===== config.mk =====
export PLATFORM = sky130hd
export DESIGN_NAME = serial_csel_subtractor
export DESIGN_NICKNAME = d
export VERILOG_FILES = /design/src/rtl/serial_csel_subtractor.sv
export SDC_FILE = /design/constraint.sdc
export NUM_CORES = 1
export LEC_CHECK = 0
export BUFFER_PORTS_ARGS = -buffer_cell sky130_fd_sc_hd__buf_4
export CAP_MARGIN = 20
export CORE_MARGIN = 5
export CORE_UTILIZATION = 46
export CTS_CLUSTER_DIAMETER = 30
export DETAILED_ROUTE_END_ITERATION = 8
export HOLD_SLACK_MARGIN = 0.12
export PLACE_DENSITY = 0.74
export SYNTH_ARGS = -nofsm -noshare
export SYNTH_HDL_FRONTEND = slang
export SYNTH_SLANG_ARGS = --single-unit

===== constraint.sdc =====
create_clock -name clk -period 3.9 [get_ports clk]
set_input_delay 0 -clock clk [delete_from_list [all_inputs] [get_ports clk]]
set_output_delay 0 -clock clk [all_outputs]
set_load 0.02 [all_outputs]

===== src/rtl/serial_csel_subtractor.sv =====
// Multi-cycle subtractor: DIFF = A - B, one SLICE-bit carry-select slice per clock,
// LSB slice first, with single-entry valid/ready buffering on input and output.
module serial_csel_subtractor #(
  parameter int unsigned WIDTH = 16,
  parameter int unsigned SLICE = 4
) (
  input  logic             clk,
  input  logic             rst_n,
  input  logic             in_valid,
  output logic             in_ready,
  input  logic [WIDTH-1:0] a,
  input  logic [WIDTH-1:0] b,
  output logic             out_valid,
  input  logic             out_ready,
  output logic [WIDTH-1:0] diff,
  output logic             borrow_out,
  output logic             ovf,
  output logic             busy
);

  localparam int unsigned NSL  = WIDTH / SLICE;
  localparam int unsigned IDXW = (NSL > 1) ? $clog2(NSL) : 1;
  localparam int unsigned SW   = SLICE + 1;

  typedef enum logic [1:0] {
    IDLE = 2'd0,
    RUN  = 2'd1,
    DONE = 2'd2
  } state_t;

  state_t            state_q, state_d;
  logic [WIDTH-1:0]  a_q, a_d;
  logic [WIDTH-1:0]  b_q, b_d;
  logic [WIDTH-1:0]  diff_q, diff_d;
  logic [IDXW-1:0]   idx_q, idx_d;
  logic              carry_q, carry_d;
  logic              borrow_q, borrow_d;
  logic              ovf_q, ovf_d;
  logic              in_ready_q, out_valid_q, busy_q;

  logic [SLICE-1:0]  a_sl, nb_sl;
  logic [SW-1:0]     s0, s1, sel;

  // Slice datapath: both carry-in candidates, registered carry picks one
  always_comb begin
    a_sl  = a_q[idx_q*SLICE +: SLICE];
    nb_sl = ~b_q[idx_q*SLICE +: SLICE];
    s0    = SW'(a_sl) + SW'(nb_sl);
    s1    = s0 + SW'(1);
    sel   = carry_q ? s1 : s0;
  end

  // Next-state and datapath update
  always_comb begin
    state_d  = state_q;
    a_d      = a_q;
    b_d      = b_q;
    diff_d   = diff_q;
    idx_d    = idx_q;
    carry_d  = carry_q;
    borrow_d = borrow_q;
    ovf_d    = ovf_q;
    unique case (state_q)
      IDLE: begin
        if (in_valid) begin
          a_d     = a;
          b_d     = b;
          carry_d = 1'b1;
          idx_d   = '0;
          state_d = RUN;
        end
      end
      RUN: begin
        diff_d[idx_q*SLICE +: SLICE] = sel[SLICE-1:0];
        carry_d = sel[SLICE];
        idx_d   = idx_q + IDXW'(1);
        if (idx_q == IDXW'(NSL - 1)) begin
          state_d  = DONE;
          borrow_d = ~sel[SLICE];
          ovf_d    = (a_q[WIDTH-1] != b_q[WIDTH-1]) && (diff_d[WIDTH-1] != a_q[WIDTH-1]);
        end
      end
      DONE: begin
        if (out_ready) state_d = IDLE;
      end
      default: state_d = IDLE;
    endcase
  end

  // State and datapath registers; handshake flags follow the next state
  always_ff @(posedge clk or negedge rst_n) begin
    if (!rst_n) begin
      state_q     <= IDLE;
      a_q         <= '0;
      b_q         <= '0;
      diff_q      <= '0;
      idx_q       <= '0;
      carry_q     <= 1'b0;
      borrow_q    <= 1'b0;
      ovf_q       <= 1'b0;
      in_ready_q  <= 1'b1;
      out_valid_q <= 1'b0;
      busy_q      <= 1'b0;
    end else begin
      state_q     <= state_d;
      a_q         <= a_d;
      b_q         <= b_d;
      diff_q      <= diff_d;
      idx_q       <= idx_d;
      carry_q     <= carry_d;
      borrow_q    <= borrow_d;
      ovf_q       <= ovf_d;
      in_ready_q  <= (state_d == IDLE);
      out_valid_q <= (state_d == DONE);
      busy_q      <= (state_d == RUN);
    end
  end

  assign in_ready   = in_ready_q;
  assign out_valid  = out_valid_q;
  assign busy       = busy_q;
  assign diff       = diff_q;
  assign borrow_out = borrow_q;
  assign ovf        = ovf_q;

endmodule


* Word level (Yosys, flattened, before mapping)
Cells that the tools add are included.
** Operators by class
- Reduce and logical (&&, ||, !) cells :: 7
- Multiplexer cells :: 10
- Bitwise gates (word level) :: 2
- Equal/unequal tests :: 8
- Shifts and indexed selects :: 4
- Add/sub/neg operators :: 4
** Operators by type and width (number)
- 4-bit negator with 34-bit output :: 1
- 4-bit by 34-bit variable shift with 16-bit output, first input constant :: 1
- 4-bit by 34-bit indexed part select with 16-bit output :: 1
- 16-bit by 5-bit indexed part select with 4-bit output :: 2
- 16-bit bitwise mux :: 1
- 2-bit 2-to-1 mux :: 4
- 2-bit equality test, second input constant :: 3
- 2-bit one-hot mux with 3 select lines :: 1
- 2-bit AND reduction :: 3
- 4-bit by 4-bit adder with 5-bit output :: 1
- 5-bit by 1-bit adder with 5-bit output, second input constant :: 1
- 5-bit 2-to-1 mux :: 1
- 2-bit by 1-bit equality test with 1-bit output, second input constant :: 2
- 2-bit logical NOT :: 2
- 4-bit NOT :: 1
- 2-bit one-hot mux with 2 select lines :: 1
- 2-bit by 1-bit adder with 2-bit output, second input constant :: 1
- 1-bit != test :: 2
- 2-bit != test, second input constant :: 1
- 1-bit one-hot mux with 2 select lines :: 1
- 2-bit nonzero test :: 1
- 1-bit logical AND :: 1
- 1-bit 2-to-1 mux :: 1
- 1-bit NOT :: 1
** Storage, ports and cells
- Output and inout port bits :: 21
- Word-level logic and storage cells :: 46
- Bits in registers :: 58

* Logic depth before layout (Yosys ltp)
- Word-level depth :: 9
- Gate-level depth with buffers :: 12

* Worst setup path after synthesis
OpenSTA, ideal clock, no wires.
- Path kind :: flip-flop to flip-flop
- Start :: register idx_q[0]
- End :: register ovf_q (netlist: ovf)
- Arrival time :: 3033 ps
- Setup slack :: 798 ps
- Cell stages (with the launch flop) :: 12
- Path buffers :: 1
- Cell sequence :: dfrtp_1 > buf_2 > mux4_2 > inv_1 > ha_1 > inv_1 > fa_1 > xnor2_1 > and4_1 > xnor3_2 > a311o_1 > nand3_1
** Between the ends
- Word-level cells in the longest chain between the ends :: 9
** Ends and longest elaborated chain
- start, declared :: line 35 : logic [IDXW-1:0] idx_q, idx_d;
- start signal, assigned :: line 109 : idx_q <= idx_d;
- 16-bit by 5-bit indexed part select with 4-bit output :: line 47 : nb_sl = ~b_q[idx_q*SLICE +: SLICE];
- 4-bit NOT :: line 47
- 4-bit by 4-bit adder with 5-bit output :: line 48 : s0 = SW'(a_sl) + SW'(nb_sl);
- 5-bit by 1-bit adder with 5-bit output :: line 49 : s1 = s0 + SW'(1);
- 5-bit 2-to-1 mux :: line 50 : sel = carry_q ? s1 : s0;
- 4-bit by 34-bit indexed part select with 16-bit output :: line 74 : diff_d[idx_q*SLICE +: SLICE] = sel[SLICE-1:0];
- 16-bit bitwise mux :: line 74
- 1-bit != test :: line 80 : ovf_d = (a_q[WIDTH-1] != b_q[WIDTH-1]) && (diff_d[WIDTH-1] != a_q[WIDTH-1]);
- 1-bit logical AND :: line 80
- end signal, assigned :: line 112 : ovf_q <= ovf_d;
- end, declared :: line 38 : logic ovf_q, ovf_d;
Several ways; a longest one is shown, not always the timed one.
A chain may end at the register's enable or synchronous reset.

* Final worst setup path
Ends and elaborated chain as after synthesis.

==> metrics.txt <==
# TYPE chip_impl_metric gauge
chip_impl_metric{name="top_level_ports",unit=""} 57
chip_impl_metric{name="antenna_nets_post_route",unit=""} 0
chip_impl_metric{name="detailroute.via_count",unit=""} 1975
chip_impl_metric{name="timing.critical_path.arrival",unit="ns"} 3.38
chip_impl_metric{name="port_buffers",unit=""} 56
chip_impl_metric{name="finalMaxSlewViolations",unit=""} 0
chip_impl_metric{name="routabilityCongestion",unit=""} 0.842
chip_impl_metric{name="maxSlewHeadroom",unit="%"} 52.0
chip_impl_metric{name="synthesis.area",unit="mm2"} 0.00278
chip_impl_metric{name="design_power_total",unit="mW"} 3.70
chip_impl_metric{name="clockBufferDepth",unit=""} 2
chip_impl_metric{name="post_drt_wl_per_cell",unit="um"} 15.0
chip_impl_metric{name="use_met1",unit="%"} 20.6
chip_impl_metric{name="ys_types",unit=""} 36
chip_impl_metric{name="synth_enable_flop_cells",unit=""} 0
chip_impl_metric{name="postCtsSetupBuffers",unit=""} 0
chip_impl_info{name="cp_slowest_cell",value="sky130_fd_sc_hd__mux4_2"} 1
chip_impl_metric{name="final.period_utilization",unit="%"} 79.6
chip_impl_metric{name="timing.critical_path.buf_inv",unit=""} 3
chip_impl_metric{name="wl",unit="um"} 5840
chip_impl_metric{name="first_global_vias",unit=""} 2101
chip_impl_metric{name="overflow",unit=""} 0
chip_impl_metric{name="worst_r2r_path_depth",unit=""} 10
chip_impl_info{name="run_status",value="finished, final reports clean"} 1
chip_impl_metric{name="ctsResizeCount",unit=""} 0
chip_impl_metric{name="crit_path_max_fanout",unit=""} 12
chip_impl_metric{name="hold_viol_final",unit=""} 0
chip_impl_metric{name="core_region_area",unit="mm2"} 0.00589
chip_impl_metric{name="grt_antenna_before_repair",unit=""} 0
chip_impl_metric{name="tritoncts.num_buffers",unit=""} 9
chip_impl_metric{name="rows",unit=""} 28
chip_impl_metric{name="clk-insertion-delay-late",unit="ns"} 0.33
chip_impl_info{name="critical_path.reg2reg.endpoint",value="ovf$_DFFE_PN0P_"} 1
chip_impl_metric{name="global_route.usage.met2",unit="%"} 27.5
chip_impl_metric{name="yosys_register_bits",unit=""} 58
chip_impl_metric{name="placement.setup.worst_slack",unit="ns"} 0.765
chip_impl_metric{name="grt_first_pass_wirelength",unit="um"} 9760
chip_impl_metric{name="synth_seq_area_share",unit="%"} 52.3
chip_impl_metric{name="drive_above_1_share",unit="%"} 37.1
chip_impl_info{name="start_kind",value="flip-flop"} 1
chip_impl_info{name="worstSetupPathType",value="reg2reg"} 1
chip_impl_metric{name="skew",unit="ns"} 0.0115
chip_impl_metric{name="detail_route.iter0.violations",unit=""} 88
chip_impl_info{name="critPathTopFamily",value="adder cells"} 1
chip_impl_metric{name="syn_inst",unit=""} 214
chip_impl_metric{name="timing.setup.tns",unit="ns"} 0
chip_impl_info{name="tritoncts_clock_tree",value="yes"} 1
chip_impl_metric{name="clkSinkCount",unit=""} 58
chip_impl_metric{name="fp.dieH",unit="um"} 87.7
chip_impl_metric{name="synthesis.area_per_instance",unit="um2"} 13.0
chip_impl_metric{name="place_inst",unit=""} 340
chip_impl_metric{name="timing.critical_path.slowest_cell_delay",unit="ns"} 0.52
chip_impl_info{name="crit_chain",value="buf_4, mux4_2, ha_1, inv_1, fa_1, inv_1, and4_1, xnor3_2, a311o_1, nand3_1"} 1
chip_impl_metric{name="floorplan.initialDensity",unit="%"} 47.2
chip_impl_metric{name="synth_warnings",unit=""} 0
chip_impl_metric{name="antennaDiodeCount",unit=""} 0
chip_impl_metric{name="post_layout_nonfiller_instances",unit=""} 390
chip_impl_info{name="worst_hold_path_type",value="in2async"} 1
chip_impl_metric{name="regToRegSetupSlack",unit="ns"} 0.80
chip_impl_metric{name="vias_per_cell",unit=""} 5.06
chip_impl_metric{name="remaining_drc_errors",unit=""} 0
chip_impl_metric{name="syn_to_final_growth",unit="%"} 37.5
chip_impl_metric{name="vdd_ir_drop_max",unit="V"} 0.000815
chip_impl_metric{name="cts-htree-levels",unit=""} 3
chip_impl_metric{name="final.fill_count",unit=""} 455
chip_impl_metric{name="clock.fmax",unit="MHz"} 322
chip_impl_metric{name="grt_start_max_net_pins",unit=""} 59
chip_impl_metric{name="power.static_leakage",unit="nW"} 1.75
chip_impl_metric{name="setup_viol",unit=""} 0
chip_impl_info{name="grt_busiest_layer",value="met2"} 1
chip_impl_metric{name="fin_ws",unit="ns"} 0.797
chip_impl_info{name="postSynth.topFlopCell",value="sky130_fd_sc_hd__dfrtp_1"} 1
chip_impl_metric{name="finish.instance_area",unit="mm2"} 0.00382
chip_impl_metric{name="holdWs",unit="ns"} 0.276
chip_impl_info{name="category_of_the_worst_setup_path_capture_point",value="flip-flop"} 1
chip_impl_metric{name="clkSlewWorstSetupHoldPaths",unit="ns"} 0.07
chip_impl_metric{name="critical_path_required",unit="ns"} 4.17
chip_impl_info{name="rsz_0062_raised_after_global_routing",value="no"} 1
chip_impl_info{name="critical_path.most_common_cell",value="sky130_fd_sc_hd__inv_1"} 1
chip_impl_metric{name="num-nets-final",unit=""} 359
chip_impl_metric{name="syn-num-nets",unit=""} 262
chip_impl_metric{name="cts.hold.buffers_added",unit=""} 35
chip_impl_metric{name="max_cap_viol_count",unit=""} 0
chip_impl_metric{name="firstDrtPassIters",unit=""} 4
chip_impl_metric{name="groute.usage.overall",unit="%"} 16.8
chip_impl_metric{name="fp.dieArea",unit="mm2"} 0.00770
chip_impl_metric{name="postSynth.asyncResetShare",unit="%"} 100
chip_impl_metric{name="worst_slew_pin_slew",unit="ns"} 0.720
chip_impl_metric{name="post_place_instance_area",unit="mm2"} 0.00328
chip_impl_metric{name="grtUsageMet3",unit="%"} 3.95
chip_impl_metric{name="fin_util",unit="%"} 65.0
chip_impl_metric{name="die_w",unit="um"} 87.7
chip_impl_metric{name="dp_hpwl",unit="um"} 3970
chip_impl_info{name="clock-root-buffer",value="sky130_fd_sc_hd__clkbuf_8"} 1
chip_impl_metric{name="layout_min_cycle_time",unit="ns"} 3.10
chip_impl_info{name="critical_path.reg2reg.startpoint",value="idx_q[0]$_DFFE_PN0P_"} 1
chip_impl_metric{name="power_density",unit="mW/mm2"} 968
## synthesized netlist by cell type (3+ instances only)
master                     instances  share of area, %
sky130_fd_sc_hd__dfrtp_1          57                51
sky130_fd_sc_hd__mux2_2           32                13
sky130_fd_sc_hd__nand2_1          17               2.3
sky130_fd_sc_hd__ha_1             11               5.0
sky130_fd_sc_hd__inv_1            11               1.5
sky130_fd_sc_hd__nor2_1            9               1.2
sky130_fd_sc_hd__a22o_1            8               2.5
sky130_fd_sc_hd__mux4_2            8               6.5
sky130_fd_sc_hd__o31ai_1           7               1.9
sky130_fd_sc_hd__nand2b_1          6               1.4
sky130_fd_sc_hd__buf_2             5              0.90
sky130_fd_sc_hd__o21ai_0           5              0.90
sky130_fd_sc_hd__nor3_1            4              0.72
sky130_fd_sc_hd__a21oi_1           3              0.54
sky130_fd_sc_hd__nand3_1           3              0.54
sky130_fd_sc_hd__nand3b_1          3              0.81
sky130_fd_sc_hd__xnor2_1           3              0.95
## kinds of logic (layout without fill, tap and decap cells)
logic type,count (synthesis),in the layout,share of synthesized area [%]
buf+inv,18,119,2.66
flops,58,58,52.3
xor+xnor,4,4,1.80
compound gates,31,31,8.55
fa+ha+maj,12,12,5.67
mux,42,42,20.2
simple gates,49,49,8.91
## flip-flops by register name (all words and copies together) (netlist names), 2 cells and up
register,flops
state_q,2
a_q,16
idx_q,2
b_q,16
diff,16
## worst max-delay path by stage
stage                               startpoint               to  slack [ns]  cells past startpoint
after global routing      idx_q[1]$_DFFE_PN0P_  ovf$_DFFE_PN0P_        0.56                     10
final                     idx_q[0]$_DFFE_PN0P_  ovf$_DFFE_PN0P_        0.80                     10
after detailed placement  idx_q[0]$_DFFE_PN0P_  ovf$_DFFE_PN0P_        0.77                     10
after CTS                 idx_q[0]$_DFFE_PN0P_  ovf$_DFFE_PN0P_        0.76                     10
after global placement    idx_q[0]$_DFFE_PN0P_  ovf$_DFFE_PN0P_        0.86                     10
after floorplan           idx_q[0]$_DFFE_PN0P_  ovf$_DFFE_PN0P_        0.80                     11
## cells in the final DEF, fill, tap and decap left out, drive strengths merged, types with 2 or more instances in the layout
cell type | netlist | routed
nand3 | 3 | 3
dlygate4sd3 | 0 | 35
clkbuf | 2 | 14
mux2i | 2 | 2
xnor2 | 3 | 3
o21ai | 5 | 5
nand3b | 3 | 3
mux4 | 8 | 8
dfrtp | 57 | 57
nand2 | 17 | 17
buf | 5 | 58
o31ai | 7 | 7
nand2b | 6 | 6
nor3b | 2 | 2
mux2 | 32 | 32
nor3 | 4 | 4
a21oi | 4 | 4
nor2 | 9 | 9
a22o | 9 | 9
nor2b | 2 | 2
inv | 11 | 11
ha | 11 | 11
## power by group
| group | switching, mW | leakage (nW) | internal, mW | total, mW |
|---|---|---|---|---|
| clock network | 0.223 | 0.0948 | 0.297 | 0.520 |
| registers | 0.196 | 0.718 | 0.877 | 1.07 |
| logic | 1.11 | 0.938 | 1.00 | 2.11 |
| total | 1.53 | 1.75 | 2.17 | 3.70 |
## worst register-to-register path, stage by stage, from the launching register on
cell and delay, ns:
sky130_fd_sc_hd__dfrtp_1 0.49, sky130_fd_sc_hd__buf_4 0.27, sky130_fd_sc_hd__mux4_2 0.53, sky130_fd_sc_hd__ha_1 0.23
sky130_fd_sc_hd__inv_1 0.07, sky130_fd_sc_hd__fa_1 0.42, sky130_fd_sc_hd__inv_1 0.09, sky130_fd_sc_hd__and4_1 0.19
sky130_fd_sc_hd__xnor3_2 0.32, sky130_fd_sc_hd__a311o_1 0.38, sky130_fd_sc_hd__nand3_1 0.07
## metal layers
layer	share of wire, %	up-vias
met5	0	-
met2	49	55
li1	-	968
met3	5.8	14
met1	43	938
met4	2.7	0
## area by class of cell
cell class / instances / area, um2 / area share [%]
sequential: 58 / 1450 / 38.0
multi-input combinational: 138 / 1260 / 33.0
timing repair buffer: 93 / 786 / 20.5
clock buffer: 14 / 183 / 4.78
tap: 75 / 93.8 / 2.45
inverter: 11 / 41.3 / 1.08
clock inverter: 1 / 7.51 / 0.196
No activity file was read; power rests on OpenSTA's default activity.
